`config.mk`:
```
export PLATFORM = sky130hd
export DESIGN_NAME = signed_bcd_conv_v
export DESIGN_NICKNAME = d
export VERILOG_FILES = /design/src/rtl/calc_pkg.sv /design/src/rtl/bcd_add3_v.sv /design/src/rtl/signed_bcd_conv_v.sv
export SDC_FILE = /design/constraint.sdc
export NUM_CORES = 1
export LEC_CHECK = 0
export CELL_PAD_IN_SITES_DETAIL_PLACEMENT = 1
export CELL_PAD_IN_SITES_GLOBAL_PLACEMENT = 1
export CORE_UTILIZATION = 42
export DETAILED_ROUTE_END_ITERATION = 6
export PLACE_DENSITY_LB_ADDON = 0.1
export REMOVE_ABC_BUFFERS = 1
export SLEW_MARGIN = 20
export SYNTH_ARGS = -nofsm -noshare
export SYNTH_HDL_FRONTEND = slang
export SYNTH_SLANG_ARGS = --single-unit
```
`constraint.sdc`:
```
create_clock -name i_clk -period 1.8 [get_ports i_clk]
set_clock_uncertainty 0.1 [all_clocks]
set_input_delay 0.54 -clock i_clk [delete_from_list [all_inputs] [get_ports i_clk]]
set_output_delay 0.54 -clock i_clk [all_outputs]
set_load 0.02 [all_outputs]
```
`src/rtl/calc_pkg.sv`:
```
// ============================================================================
// Module      : calc_pkg
// Description : Shared definitions for the 7X-3Y+6Z calculator display path:
//               converter state encoding, BCD digit width, and active-low
//               7-segment (gfedcba) patterns with a digit decoder helper.
// Revision    : 1.0 - initial release
// ============================================================================
`default_nettype none

package calc_pkg;

    // Converter state encoding
    localparam logic [1:0] ST_IDLE = 2'd0;
    localparam logic [1:0] ST_CONV = 2'd1;
    localparam logic [1:0] ST_DONE = 2'd2;

    // Width of one packed BCD digit
    localparam int BCD_W = 4;

    // Active-low segment patterns, bit order gfedcba
    localparam logic [6:0] SEG_0     = 7'h40;
    localparam logic [6:0] SEG_1     = 7'h79;
    localparam logic [6:0] SEG_2     = 7'h24;
    localparam logic [6:0] SEG_3     = 7'h30;
    localparam logic [6:0] SEG_4     = 7'h19;
    localparam logic [6:0] SEG_5     = 7'h12;
    localparam logic [6:0] SEG_6     = 7'h02;
    localparam logic [6:0] SEG_7     = 7'h78;
    localparam logic [6:0] SEG_8     = 7'h00;
    localparam logic [6:0] SEG_9     = 7'h10;
    localparam logic [6:0] SEG_BLANK = 7'h7F;

    // Map one BCD digit to its segment pattern; non-decimal codes blank.
    function automatic logic [6:0] seg7_decode(input logic [3:0] digit);
        logic [6:0] pat;
        pat = SEG_BLANK;
        case (digit)
            4'd0:    pat = SEG_0;
            4'd1:    pat = SEG_1;
            4'd2:    pat = SEG_2;
            4'd3:    pat = SEG_3;
            4'd4:    pat = SEG_4;
            4'd5:    pat = SEG_5;
            4'd6:    pat = SEG_6;
            4'd7:    pat = SEG_7;
            4'd8:    pat = SEG_8;
            4'd9:    pat = SEG_9;
            default: pat = SEG_BLANK;
        endcase
        return pat;
    endfunction

endpackage

`default_nettype wire

```
`src/rtl/bcd_add3_v.sv`:
```
// ============================================================================
// Module      : bcd_add3_v
// Description : Double-dabble correction cell. Adds 3 to a BCD digit that is
//               5 or more so the following left shift carries correctly into
//               the next decimal digit.
// Ports       : i_digit [3:0] - scratch digit before correction
//               o_digit [3:0] - corrected digit
// Revision    : 1.0 - initial release
// ============================================================================
`default_nettype none

module bcd_add3_v
    import calc_pkg::*;
(
    input  logic [BCD_W-1:0] i_digit,
    output logic [BCD_W-1:0] o_digit
);

    // Scratch digits never exceed 9 before correction, so the 4-bit sum
    // (at most 12) cannot overflow.
    assign o_digit = (i_digit >= 4'd5) ? (i_digit + 4'd3) : i_digit;

endmodule

`default_nettype wire

```
`src/rtl/signed_bcd_conv_v.sv`:
```
// ============================================================================
// Module      : signed_bcd_conv_v
// Description : Signed binary to sign + BCD magnitude converter using a
//               sequential shift-add-3 (double-dabble) engine, one iteration
//               per clock, with valid/ready handshakes on both sides. The
//               result is held until the downstream stage accepts it.
// Options     : BCD_CONV_SEG7_EN - adds registered active-low 7-segment
//               outputs (o_seg, o_seg_minus) with leading-zero blanking.
// Ports       : i_clk, i_rst          - clock (rising), async active-high reset
//               i_valid, i_fu, o_ready - operand handshake and signed operand
//               o_valid, i_ready       - result handshake
//               o_sign, o_bcd          - sign (1 = negative), BCD magnitude
//               o_seg, o_seg_minus     - segment drive (option only)
// Revision    : 1.0 - initial release
// ============================================================================
`default_nettype none

module signed_bcd_conv_v
    import calc_pkg::*;
#(
    parameter int DIN_W    = 8,
    parameter int N_DIGITS = 3
) (
    input  logic                      i_clk,
    input  logic                      i_rst,
    input  logic                      i_valid,
    input  logic [DIN_W-1:0]          i_fu,
    output logic                      o_ready,
    output logic                      o_valid,
    input  logic                      i_ready,
    output logic                      o_sign,
    output logic [BCD_W*N_DIGITS-1:0] o_bcd
`ifdef BCD_CONV_SEG7_EN
    ,
    output logic [7*N_DIGITS-1:0]     o_seg,
    output logic                      o_seg_minus
`endif
);

    localparam int                C_CNT_W   = $clog2(DIN_W + 1);
    localparam int                C_BCD_TOT = BCD_W * N_DIGITS;
    localparam logic [C_CNT_W-1:0] C_LAST   = C_CNT_W'(DIN_W - 1);

    logic [1:0]           r_state;
    logic [C_CNT_W-1:0]   r_cnt;
    logic [DIN_W-1:0]     r_mag;
    logic [C_BCD_TOT-1:0] r_scr;
    logic                 r_neg;

    logic [DIN_W-1:0]     w_abs;
    logic [C_BCD_TOT-1:0] w_adj;
    logic [C_BCD_TOT-1:0] w_scr_next;
    logic [DIN_W-1:0]     w_mag_next;

    // Two's-complement magnitude; the most negative value maps to
    // 2^(DIN_W-1), which still fits as an unsigned DIN_W-bit number.
    assign w_abs = i_fu[DIN_W-1] ? ((~i_fu) + DIN_W'(1)) : i_fu;

    generate
        for (genvar gi = 0; gi < N_DIGITS; gi++) begin : g_add3
            bcd_add3_v u_add3 (
                .i_digit (r_scr[gi*BCD_W +: BCD_W]),
                .o_digit (w_adj[gi*BCD_W +: BCD_W])
            );
        end
    endgenerate

    // One iteration: correct every digit, then shift {scratch, mag} left.
    assign w_scr_next = {w_adj[C_BCD_TOT-2:0], r_mag[DIN_W-1]};
    assign w_mag_next = {r_mag[DIN_W-2:0], 1'b0};

    // Ready is masked by reset so no operand is taken while reset is held.
    assign o_ready = (r_state == ST_IDLE) && !i_rst;
    assign o_valid = (r_state == ST_DONE);

`ifdef BCD_CONV_SEG7_EN
    logic [7*N_DIGITS-1:0] w_seg_next;

    // Digits above ones are blanked while they and every higher digit are 0.
    always_comb begin : p_seg
        logic       zero_run;
        logic [3:0] digit;
        w_seg_next = '1;
        zero_run   = 1'b1;
        digit      = '0;
        for (int i = N_DIGITS - 1; i >= 0; i--) begin
            digit    = w_scr_next[i*BCD_W +: BCD_W];
            zero_run = zero_run && (digit == 4'd0);
            if (zero_run && (i != 0)) begin
                w_seg_next[i*7 +: 7] = SEG_BLANK;
            end else begin
                w_seg_next[i*7 +: 7] = seg7_decode(digit);
            end
        end
    end
`endif

    always_ff @(posedge i_clk or posedge i_rst) begin
        if (i_rst) begin
            r_state     <= ST_IDLE;
            r_cnt       <= '0;
            r_mag       <= '0;
            r_scr       <= '0;
            r_neg       <= 1'b0;
            o_sign      <= 1'b0;
            o_bcd       <= '0;
`ifdef BCD_CONV_SEG7_EN
            o_seg       <= '1;
            o_seg_minus <= 1'b1;
`endif
        end else begin
            case (r_state)
                ST_IDLE: begin
                    if (i_valid) begin
                        r_neg   <= i_fu[DIN_W-1];
                        r_mag   <= w_abs;
                        r_scr   <= '0;
                        r_cnt   <= '0;
                        r_state <= ST_CONV;
                    end
                end
                ST_CONV: begin
                    r_scr <= w_scr_next;
                    r_mag <= w_mag_next;
                    r_cnt <= r_cnt + C_CNT_W'(1);
                    // Final iteration: publish the shifted scratch directly.
                    if (r_cnt == C_LAST) begin
                        o_sign      <= r_neg;
                        o_bcd       <= w_scr_next;
`ifdef BCD_CONV_SEG7_EN
                        o_seg       <= w_seg_next;
                        o_seg_minus <= !r_neg;
`endif
                        r_state     <= ST_DONE;
                    end
                end
                ST_DONE: begin
                    if (i_ready) begin
                        r_state <= ST_IDLE;
                    end
                end
                default: begin
                    r_state <= ST_IDLE;
                end
            endcase
        end
    end

endmodule

`default_nettype wire

```
== Word level (Yosys, flattened, before mapping) ==
Cells that the tools add are included.
Cells by class
  bitwise logic cells: 1
  reductions and logical operators: 8
  muxes and demuxes: 14
  eq/ne operators: 6
  add/subtract/negate cells: 5
  $lt $le $gt $ge: 3
Operators by type and width (count)
  case mux 12 bit (2 select lines): 1
  two-way mux 8 bit: 2
  case mux 8 bit (2 select lines): 1
  >= comparator 4 x 3 -> 1 bit (second input constant): 3
  two-way mux 12 bit: 1
  two-way mux 4 bit: 3
  adder 4 x 2 -> 4 bit (second input constant): 2
  adder 8 x 1 -> 8 bit (second input constant): 1
  inverter 8 bit: 1
  case mux 4 bit (2 select lines): 1
  two-way mux 2 bit: 3
  case mux 2 bit (3 select lines): 1
  AND reduction 2 bit: 3
  adder 4 x 1 -> 4 bit (second input constant): 1
  equality test 4 x 3 -> 1 bit (second input constant): 1
  != test 2 bit (second input constant): 2
  adder 3 x 2 -> 3 bit (second input constant): 1
  two-way mux 3 bit: 1
  AND reduction 3 bit: 1
  equality test 2 x 1 -> 1 bit (second input constant): 1
  equality test 2 bit (second input constant): 1
  zero test 2 bit: 1
  != test 2 x 1 -> 1 bit (second input constant): 1
  nonzero test 2 bit: 1
  2 further kinds: 2
Storage, ports and cells
  output and inout bits: 15
  bits of input ports: 12
  logic and storage cells: 44
  bits in registers: 40

== Longest topological paths before layout ==
Gate-level depths: netlist of the first run.
  depth after elaboration: 5
  gate-level depth with buffers: 6
  gate-level depth less buffers: 6

== Modules after synthesis ==
From an unflattened synthesis of the first run, not the netlist that was laid out.
Unflattened totals
  cells, all modules: 213
  area total of the unflattened synthesis: 2107.0 um2
Modules (own cells, without submodules)
  signed_bcd_conv_v: instances 1, seq. area each 1001.0 um2, cells each 165, area an instance 1803.0 um2
  bcd_add3_v: instances 3, seq. area each 0.0 um2, cells each 16, area an instance 101.3 um2

== Worst setup path after synthesis of the first run ==
No wires, ideal clock.
  path type: input port to flip-flop
  start: input i_fu[0]
  end: register r_mag[6]
  library setup time: 0.132 ns
  data arrival time: 1.547 ns
  slack: 0.021 ns
  stages on the path: 6
  data required time: 1.568 ns
  path buffers: 0
  cell sequence: inv_1 > ha_1 > or3b_1 > o31ai_1 > xor2_1 > o21ai_1
On the way
  word-level cells in the longest chain between the ends: 5
RTL lines
  start, declared: RTL line signed_bcd_conv_v.sv:27  | input logic [DIN_W-1:0] i_fu,
  inverter 8 bit: RTL line signed_bcd_conv_v.sv:57  | assign w_abs = i_fu[DIN_W-1] ? ((~i_fu) + DIN_W'(1)) : i_fu;
  adder 8 x 1 -> 8 bit: RTL line signed_bcd_conv_v.sv:57
  two-way mux 8 bit: RTL line signed_bcd_conv_v.sv:57
  two-way mux 8 bit: RTL line signed_bcd_conv_v.sv:114  | if (i_valid) begin
  case mux 8 bit (2 select lines): RTL line signed_bcd_conv_v.sv:112  | case (r_state)
  end signal, assigned: RTL line signed_bcd_conv_v.sv:116  | r_mag <= w_abs;
  end signal, assigned: RTL line signed_bcd_conv_v.sv:124  | r_mag <= w_mag_next;
  end, declared: RTL line signed_bcd_conv_v.sv:46  | logic [DIN_W-1:0] r_mag;
Every way passes these cells. The select of a mux whose other input is x is not followed.
A chain may end at the register's enable or synchronous reset.

== Final worst setup path of the first run ==
Ends and elaborated chain as after synthesis.

==> results.env, run 1 <==
MOSTFREQUENTLAYOUTCELL='sky130_fd_sc_hd__dfrtp_1'
DETAILROUTE.VIA_COUNT=1605
NUMBER_OF_CTS_INSERTED_BUFFERS=5
COUNT_OF_ANTENNA_DIODES_IN_THE_LAYOUT=0
RATIO_OF_FINAL_MINIMUM_PERIOD_TO_CLOCK_PERIOD=0.969
WORST_PATH_LARGEST_CELL_DELAY_NS=0.40
WORST_SKEW_PAIR.LATE_LATENCY_NS=0.30
FINAL-HOLD-VIOLATION-COUNT=0
SYN2LAYOUT_AREA_GROWTH_PCT=35.8
SEQ_AREA_FRAC_SYNTH=0.512
CRITICAL_PATH.ENDPOINT_TYPE='register'
DRT.ANTENNA.VIOLATING_NETS=0
OVERFLOW=0
IO_PINS=27
YOSYS_REGISTER_BITS=40
SYNTH_CELL_TYPE_COUNT=34
CLK_PIN_SLEW_NS=0.07
PLACE_CONGESTION=0.775
POWER.DENSITY_mW_PER_MM2=1730
POST_DP_CELL_AREA_MM2=0.00243
CP-START-KIND='input port'
YOSYSWARNINGCOUNT=0
CLOCK_TREE.ROOT_CELL='sky130_fd_sc_hd__clkbuf_8'
GRT_ANTENNA_BEFORE_REPAIR=0
HOLD-WORST-SLACK_NS=0.372
FINAL_LAYOUT_SIZE_SUFFIX_GT1_FRAC=0.216
DIE_WIDTH_UM=70.3
WORST_IR_DROP_VDD_V=0.000917
RRSETUPSLACK_NS=0.08
FP.DIEH_UM=70.3
HPWL_UM=3430
CRIT_SLOWEST_CELL='sky130_fd_sc_hd__or3b_4'
MAX_CAP_VIOLATIONS=0
NUM_ROWS=24
LAYOUT_MIN_CYCLE_TIME_NS=1.74
WORST-SLEW-PIN-TRANSITION_NS=0.284
CP_CELL_SEQUENCE='clkdlybuf4s15_2 > inv_2 > ha_2 > or3b_4 > o31ai_4 > xor2_1 > o21ai_1'
GLOBALROUTETOTALUTIL=0.224
FLOORPLAN.CORE_AREA_MM2=0.00441
VIA_PER_INST=5.31
AVERAGE_CELL_AREA_AFTER_SYNTHESIS_UM2=9.78
DRT_FIRST_PASS_ITERS=4
SLEW_VIOLATIONS=0
TIMING.CRITICAL_PATH.FANOUT_MAX=2
LAYOUT.CELLS.MOST_COMMON_LIST='sky130_fd_sc_hd__dfrtp_1, sky130_fd_sc_hd__nand2_1, sky130_fd_sc_hd__buf_4'
DETAIL_ROUTE.DRC_VIOLATIONS=0
TRITONCTS='built'
CP_DATA_ARRIVAL_TIME_NS=1.82
DRTITER0DRC=75
FLOORPLAN.DIE_AREA_MM2=0.00494
LAYOUT_CELL_AREA_EXCL_FILL_MM2=0.00266
REPORT.FINAL.SETUP_VIOL=0
MAXCLOCKFREQUENCY_MHz=573
EFFECTIVE_UTILIZATION_AT_FLOORPLAN=0.443
MIN-DELAY-PATH-CLASS='register to register'
STATUS='finished, final reports clean'
CLOCK_TREE.BUFFER_DEPTH=2
IO_BUFFERS=26
HTREEDEPTH=2
VIAS_IN_THE_FIRST_GLOBAL_ROUTE=1776
CELL_COUNT_AFTER_SYNTHESIS=200
AVGROUTEDWIREPERCELL_UM=16.2
SLEW_HEADROOM=0.809
GRT_FIRST_PASS_WIRELENGTH_UM=8630
CTS.SINKS=40
POSTCTSHOLDBUFS=0
FINISH.NET_COUNT=269
CP_DATA_REQUIRED_TIME_NS=1.87
SYN-CELL-AREA_MM2=0.00196
TIMING.CRITICAL_PATH.MAX_DELAY_FAMILY='simple AND/OR/NAND/NOR gates'
CRITICALPATHCATEGORY='input port to register'
STATIC-LEAKAGE-POWER_nW=1.25
TOTALWIRELENGTH_UM=4900
CRITICAL_PATH.N_BUFFERS_INVERTERS=2
GRT_START_MAX_NET_PINS=41
-- layout make-up --
type / instances / area, µm²
clock inverters: 3 / 90.1
inverters: 10 / 37.5
well taps: 52 / 65.1
multi-input cells: 142 / 940
clock buffers: 5 / 68.8
fillers: 504 / 1760
repair buffers: 50 / 455
flip-flops and latches: 40 / 1000
-- final timing paths --
| kind | from | endpoint | cells past startpoint |
|---|---|---|---|
| max in group asynchronous | i_rst | r_scr[3] | 3 |
| setup reg to reg | r_scr[4] | r_scr[6] | 6 |
| setup / recovery | i_fu[0] | r_mag[6] | 7 |
| min in group asynchronous | i_rst | r_state[1] | 3 |
| hold / removal | o_bcd[4] | o_bcd[4] | 2 |
| hold reg to reg | o_bcd[4] | o_bcd[4] | 2 |
-- cell families (layout without fill, tap and decap cells) --
| logic type | Yosys count | after routing | synth area share |
|---|---|---|---|
| and+or+nand+nor | 65 | 65 | 0.163 |
| AOI/OAI and AO/OA | 53 | 53 | 0.156 |
| DFF | 40 | 40 | 0.512 |
| buffers and inverters | 18 | 68 | 0.0371 |
| adders and majority gates | 8 | 8 | 0.0512 |
| xor gates and xnor gates | 8 | 8 | 0.0358 |
| muxes | 8 | 8 | 0.0454 |
-- Yosys cell counts --
cell / n / area, µm²
sky130_fd_sc_hd__a31oi_1: 3 / 18.8
sky130_fd_sc_hd__nand2b_1: 5 / 31.3
sky130_fd_sc_hd__mux2_1: 2 / 22.5
sky130_fd_sc_hd__a22oi_1: 6 / 45.0
sky130_fd_sc_hd__clkbuf_1: 6 / 22.5
sky130_fd_sc_hd__a21oi_1: 6 / 30.0
sky130_fd_sc_hd__nor2_1: 7 / 26.3
sky130_fd_sc_hd__buf_4: 1 / 7.51
sky130_fd_sc_hd__nand4_1: 1 / 6.26
sky130_fd_sc_hd__o21ai_1: 15 / 75.1
sky130_fd_sc_hd__xor2_1: 4 / 35.0
sky130_fd_sc_hd__or3b_2: 2 / 17.5
sky130_fd_sc_hd__nor2b_1: 1 / 6.26
sky130_fd_sc_hd__o21bai_1: 1 / 7.51
sky130_fd_sc_hd__or3b_1: 1 / 8.76
sky130_fd_sc_hd__o31ai_1: 3 / 22.5
sky130_fd_sc_hd__dfrtp_1: 40 / 1000
sky130_fd_sc_hd__nor3_1: 4 / 20.0
sky130_fd_sc_hd__a22o_1: 3 / 26.3
sky130_fd_sc_hd__inv_1: 10 / 37.5
sky130_fd_sc_hd__mux2i_1: 1 / 10.0
sky130_fd_sc_hd__o21ai_0: 16 / 80.1
sky130_fd_sc_hd__buf_2: 1 / 5.00
sky130_fd_sc_hd__nand3_1: 3 / 15.0
sky130_fd_sc_hd__and2_1: 1 / 6.26
sky130_fd_sc_hd__nand2_1: 33 / 124
sky130_fd_sc_hd__or3_4: 1 / 11.3
sky130_fd_sc_hd__and3b_1: 1 / 8.76
sky130_fd_sc_hd__nor2b_2: 1 / 8.76
sky130_fd_sc_hd__mux2_2: 5 / 56.3
sky130_fd_sc_hd__or3_1: 1 / 6.26
sky130_fd_sc_hd__xnor2_1: 4 / 35.0
sky130_fd_sc_hd__nor3b_1: 3 / 22.5
sky130_fd_sc_hd__ha_1: 8 / 100
-- routing by layer --
metal | share of wire | GRT usage | wire length [µm]
met1 | 0.42 | 0.267 | 2080
met2 | 0.54 | 0.402 | 2640
met3 | 0.020 | 0.0433 | 99
met4 | 0.017 | 0.0756 | 81
met5 | 0 | 0 | 0
-- flip-flops by register name, indices dropped and copies added (netlist names) --
signal   flops
r_neg        1
r_state      2
o_sign       1
r_cnt        4
o_bcd       12
r_mag        8
r_scr       12
-- worst min-delay path: stages, from the launching register on --
cell and delay (ns):
sky130_fd_sc_hd__dfrtp_1 0.34, sky130_fd_sc_hd__nand2_1 0.04, sky130_fd_sc_hd__o21ai_0 0.06
-- where the power goes --
| part | internal, W | switching [W] |
|---|---|---|
| combinational | 0.000924 | 0.00109 |
| clock | 0.000694 | 0.000322 |
| sequential | 0.00128 | 0.000293 |
| total | 0.00290 | 0.00171 |
-- repair_timing --
| item | 4_1_cts | 5_1_grt |
|---|---|---|
| hold endpoints to repair | 0 | 0 |
| setup buffers | 1 | 4 |
| resized for setup | 38 | 10 |
| endpoints found under the setup margin | 21 | 10 |
| pin swaps | 6 | 5 |
| gates cloned | 0 | 0 |
-- through the flow --
step	util	power, W	TNS (ns)	std cells	setup WS [ns]
2_1_floorplan	-	0.00268	0	192	0.0214
3_3_place_gp	0.552	0.00338	-2.58	290	-0.551
3_5_place_dp	0.552	0.00352	-3.15	290	-0.675
4_1_cts	0.592	0.00452	0	299	0.000848
6_report	0.602	0.00460	0	302	0.0553
5_1_grt	0.602	0.00495	-0.0784	302	-0.0336
Note: power is estimated with default switching activity, not from simulation.
==> run 2: changes to the inputs <==
--- a/config.mk
+++ b/config.mk
@@ -8,7 +8,9 @@
 export CELL_PAD_IN_SITES_DETAIL_PLACEMENT = 1
 export CELL_PAD_IN_SITES_GLOBAL_PLACEMENT = 1
 export CORE_UTILIZATION = 42
+export CTS_CLUSTER_SIZE = 20
 export DETAILED_ROUTE_END_ITERATION = 6
+export MAX_ROUTING_LAYER = met4
 export PLACE_DENSITY_LB_ADDON = 0.1
 export REMOVE_ABC_BUFFERS = 1
 export SLEW_MARGIN = 20
==> results.env, run 2 (synthesis gave the netlist of run 1 again) <==
CRIT-REG2REG-LAUNCH='r_scr[5]'
MIN-DELAY-PATH-CLASS='register to register'
LAYOUT_CELL_AREA_EXCL_FILL_MM2=0.00263
CLK_PIN_SLEW_NS=0.07
POWER_REPORT.INTERNAL_TOTAL_W=0.00285
GLOBALROUTE.BUSIESTLAYER='met2'
FLOORPLAN.DIE_AREA_MM2=0.00494
MET1_USAGE=0.268
FINAL_LAYOUT_SIZE_SUFFIX_GT1_FRAC=0.214
LAYOUT_MIN_CYCLE_TIME_NS=1.75
CP_DATA_ARRIVAL_TIME_NS=1.82
POWER.DENSITY_mW_PER_MM2=1730
TIMING.CRITICAL_PATH.FANOUT_MAX=2
STATIC-LEAKAGE-POWER_nW=1.23
OVERFLOW=0
CRITICAL_PATH.ENDPOINT_TYPE='register'
IO_PINS=27
CP-START-KIND='input port'
PWR-SHARE-SEQ=0.346
DETAILROUTE.VIA_COUNT=1600
CP_DATA_REQUIRED_TIME_NS=1.87
FINALSETUPTNS_NS=0
TOTALWIRELENGTH_UM=4860
MAXCLOCKFREQUENCY_MHz=573
HOLD-WORST-SLACK_NS=0.372
AVGROUTEDWIREPERCELL_UM=16.2
DRT.ANTENNA.VIOLATING_NETS=0
WORST_SKEW_PAIR.LATE_LATENCY_NS=0.30
COUNT_OF_ANTENNA_DIODES_IN_THE_LAYOUT=0
COMB_POWER_SHARE=0.431
SLEW_VIOLATIONS=0
VIAS_IN_THE_FIRST_GLOBAL_ROUTE=1776
POWER.TOTAL_W=0.00455
P_SWITCHING_W=0.00169
LARGEST_REGISTERS='o_bcd: 12 flops, r_scr: 12 flops, r_mag: 8 flops'
MOSTFREQUENTLAYOUTCELL='sky130_fd_sc_hd__dfrtp_1'
CLOCK_TREE.BUFFER_DEPTH=2
RATIO_OF_FINAL_MINIMUM_PERIOD_TO_CLOCK_PERIOD=0.970
WORSTSETUPENDPOINT='r_mag[6]'
GLOBALROUTETOTALUTIL=0.231
TRITONCTS='built'
FLOORPLAN.CORE_AREA_MM2=0.00441
GROUTE.LAYER.MET3.USAGE=0.0433
DIE_WIDTH_UM=70.3
GRT_FIRST_PASS_WIRELENGTH_UM=8630
RR_ENDPOINT='r_scr[6]'
PLACE_CONGESTION=0.786
DRT_FIRST_PASS_ITERS=4
NUMBER_OF_CTS_INSERTED_BUFFERS=5
CLOCK_TREE.ROOT_CELL='sky130_fd_sc_hd__clkbuf_8'
MAX_CAP_VIOLATIONS=0
RRSETUPSLACK_NS=0.08
FP.DIEH_UM=70.3
WORST-SLEW-PIN-TRANSITION_NS=0.300
DETAIL_ROUTE.DRC_VIOLATIONS=0
NUM_ROWS=24
POSTCTSHOLDBUFS=0
CRIT_START='i_fu[0]'
CRITICALPATHCATEGORY='input port to register'
GRT_START_MAX_NET_PINS=41
POWER_SWITCHING_SHARE=0.372
FINISH.NET_COUNT=267
HPWL_UM=3430
LAYOUT.CELLS.MOST_COMMON_LIST='sky130_fd_sc_hd__dfrtp_1, sky130_fd_sc_hd__nand2_1, sky130_fd_sc_hd__buf_4'
SYN2LAYOUT_AREA_GROWTH_PCT=34.5
CTS.SINKS=40
HTREEDEPTH=2
REG2REG_DEPTH=6
GRT_ANTENNA_BEFORE_REPAIR=0
VIA_PER_INST=5.33
IO_BUFFERS=26
POST_DP_CELL_AREA_MM2=0.00243
FINAL-HOLD-VIOLATION-COUNT=0
FILLCELLCOUNT=503
GR-USAGE-MET2=0.402
STATUS='finished, final reports clean'
SLEW_HEADROOM=0.798
REPORT.FINAL.SETUP_VIOL=0
DRTITER0DRC=70
POWER.SHARE.CLOCK=0.223
EFFECTIVE_UTILIZATION_AT_FLOORPLAN=0.443
WORST_IR_DROP_VDD_V=0.000911
## run 2: critical path, cell delays in order
cell                              delay, ns
sky130_fd_sc_hd__clkdlybuf4s15_2       0.20
sky130_fd_sc_hd__inv_2                 0.06
sky130_fd_sc_hd__ha_2                  0.16
sky130_fd_sc_hd__or3b_4                0.40
sky130_fd_sc_hd__o31ai_4               0.19
sky130_fd_sc_hd__xor2_1                0.17
sky130_fd_sc_hd__o21ai_1               0.09
## run 2: power groups by stage
stage / logic (W) / clock network, W / registers [W]
2_1_floorplan: 0.00101 / 0 / 0.00167
3_5_place_dp: 0.00195 / 0 / 0.00157
5_1_grt: 0.00218 / 0.00107 / 0.00163
6_report: 0.00196 / 0.00101 / 0.00157
4_1_cts: 0.00193 / 0.00104 / 0.00156
3_3_place_gp: 0.00184 / 0 / 0.00154
## run 2: cell type report
cell class,count,area [µm²],area share
repair buffers,48,440,0.167
well taps,52,65.1,0.0247
flip-flops and latches,40,1000,0.380
inverters,10,37.5,0.0143
multi-input cells,142,930,0.353
clock inverters,3,90.1,0.0342
clock buffers,5,68.8,0.0261
## run 2: what timing repair did
action | CTS | global route
endpoints found under the setup margin | 21 | 10
setup buffers | 1 | 2
hold endpoints to repair | 0 | 0
pin swaps | 6 | 5
gates resized for setup | 38 | 10
## run 2: stage by stage
stage          std cells  utilization  worst slack (ns)
6_report             300        0.596            0.0534
3_5_place_dp         290        0.552            -0.675
4_1_cts              299        0.592          0.000848
2_1_floorplan        192            -            0.0214
5_1_grt              300        0.596           -0.0336
3_3_place_gp         290        0.552            -0.551
## run 2: worst min path at each step
| stage | slack (ns) | startpoint | endpoint | cells after the start |
|---|---|---|---|---|
| finish | 0.37 | o_bcd[4] | o_bcd[4] | 2 |
| global placement | 0.36 | r_neg | o_sign | 2 |
| detailed placement | 0.37 | o_bcd[4] | o_bcd[4] | 2 |
| floorplan | 0.33 | r_neg | o_sign | 2 |
| global route | 0.40 | i_rst | r_cnt[2] | 3 |
| CTS | 0.37 | i_rst | r_cnt[2] | 3 |
## run 2: layer usage
layer,part of all wire,up-vias
met3,0.022,7
met4,0.013,0
met2,0.54,23
li1,-,784
met5,0,-
met1,0.43,786
==> patch (settings of run 2) <==
Set the parameter `DIN_W` to 16 (it was 8).
--- a/src/rtl/signed_bcd_conv_v.sv
+++ b/src/rtl/signed_bcd_conv_v.sv
@@ -18,7 +18,7 @@
 module signed_bcd_conv_v
     import calc_pkg::*;
 #(
-    parameter int DIN_W    = 8,
+    parameter int DIN_W    = 16,
     parameter int N_DIGITS = 3
 ) (
     input  logic                      i_clk,
Ports: changed (resized i_fu); port bits go from 27 to 35. No check against the original RTL was run, so the function may have changed too.
==> patch against run 2 <==
The flow now finishes with violations (negative setup slack). Global-route usage grew 2.3 points. Core utilization grew 4.0 points. Synthesized cell count grew 34%. Power grew 21%. Area after synthesis grew 31%. Routed wire length grew 54%. Sequential share of layout area shrank 5.3 points. Register-to-register slack lost 0.09 ns. Design area grew 42%. Setup slack lost 0.25 ns. Via count grew 49%. Sequential cell count grew 9. Worst hold slack gained 0.0089 ns.
==> patch: results (changes against run 2) <==
metric,value,unit,change
critPathSlowestCell,or4_4,,was or3b_4
min_path_type,reg2reg,,unchanged
synth.area.top_cells,"dfrtp_1 48%, o21ai_0 8.0%, ha_1 4.4%",,"was dfrtp_1 51%, nand2_1 6.3%, ha_1 5.1%"
holdPathEnd,o_bcd[7],,was o_bcd[4]
vias_per_cell,5.60,,was 5.33
violations,negative setup slack,,
syn_avg_cell_area,9.60,sq um,was 9.78 sq um
ys_seq_area_share,47.9,%,was 51.2%
portBuffers,34,,was 26
max_stage_delay,0.56,ns,was 0.40 ns
grt_pass1_wl,11.9,mm,was 8.63 mm
rrSetupSlack,-0.01,ns,was 0.08 ns
reg_top3,"r_mag (16), o_bcd (12), r_scr (12)",,"was o_bcd (12), r_scr (12), r_mag (8)"
crit_arrival,2.13,ns,was 1.82 ns
dpl_cell_area,3330,sq um,was 2430 sq um
first_pass_iters,6,,was 4
grt_max_degree,50,,was 41
setup_ws,-0.197,ns,was 0.0534 ns
largest_reg_flops,16,,
p_per_area,1460,nW/um^2,was 1730 nW/um^2
fillCellCount,646,,was 503
ys_types,35,,was 34
hold_slack,0.381,ns,was 0.372 ns
drt_iter0_markers,139,,was 70
grtUsageTotal,25.4,%,was 23.1%
post-place-ws,-0.930,ns,was -0.675 ns
slew_headroom,80.3,%,was 79.8%
setup_violations,7,,was 0
status,finished with violations,,was completed
finalNonFillerCells,424,,was 300
r2r_start,r_state[0],,was r_scr[5]
path_clk_slew,0.09,ns,was 0.07 ns
peakVddDrop,657,uV,was 911 uV
min-delay-start,o_bcd[7],,was o_bcd[4]
dpl.hpwl,4.86,mm,was 3.43 mm
synth_commonest_cells,"49 x dfrtp_1, 41 x o21ai_0, 27 x nand2_1, 15 x clkbuf_1, 14 x inv_1",,"was 40 x dfrtp_1, 33 x nand2_1, 16 x o21ai_0, 15 x o21ai_1, 10 x inv_1"
r2r_end,r_mag[15],,was r_scr[6]
wl_per_cell,17.6,microns,was 16.2 microns
drive_gt1_share,34.1,%,was 21.4%
setup_tns,-0.826,ns,was 0 ns
reg2reg_depth,5,,was 6
nets,378,,was 267
gp_congestion,0.826,,was 0.786
==> patch: what timing repair did <==
item	CTS	global route
setup endpoints to repair	57	33
pin swaps	15	21
setup buffers	6	6
gates resized for setup	92	45
==> patch: worst register-to-register path, cell delays in order, from the launching register on <==
cell,delay (ns)
dfrtp_2,0.45
buf_4,0.15
or3b_4,0.42
and3_1,0.22
a21oi_2,0.23
o41ai_4,0.13
==> patch: layout make-up <==
type	count	share of cell area, %
Clock buffer	5	1.84
Tap cell	75	2.51
Inverter	14	1.60
Clock inverter	2	0.935
Multi-Input combinational cell	187	38.3
Sequential cell	49	32.8
Timing Repair Buffer	92	22.0
==> patch: worst max-delay path by stage <==
stage / to / slack, ns / start
floorplan: o_bcd[0] / -0.52 / r_state[0]
global placement: r_mag[13] / -0.85 / i_fu[2]
detailed placement: r_mag[12] / -0.93 / i_fu[0]
CTS: r_mag[13] / -0.20 / i_fu[7]
global route: r_mag[13] / -0.22 / i_fu[2]
finish: r_mag[13] / -0.20 / i_fu[2]
==> patch: cells by family after synthesis <==
family / Yosys count / synth area share [%]
AO/OA/AOI/OAI: 86 / 20.3
XOR/XNOR: 14 / 4.78
adder cells (fa/ha/maj): 9 / 4.39
buffers and inverters: 31 / 4.54
flip-flops: 49 / 47.9
multiplexers: 6 / 2.78
AND/OR/NAND/NOR: 72 / 15.4
==> patch: power breakdown <==
group	leakage [nW]	switching [W]	internal, W
logic	1.08	0.00146	0.00130
clock network	0.0540	0.000375	0.000405
registers	0.624	0.000364	0.00159
total	1.76	0.00219	0.00329
==> patch: per-layer routing <==
metal	vias up	wire length (microns)	track usage [%]
met3	17	191	4.09
met4	0	157	7.14
li1	1125	-	-
met1	1186	3080	27.9
met5	-	0	-
met2	48	4050	47.2
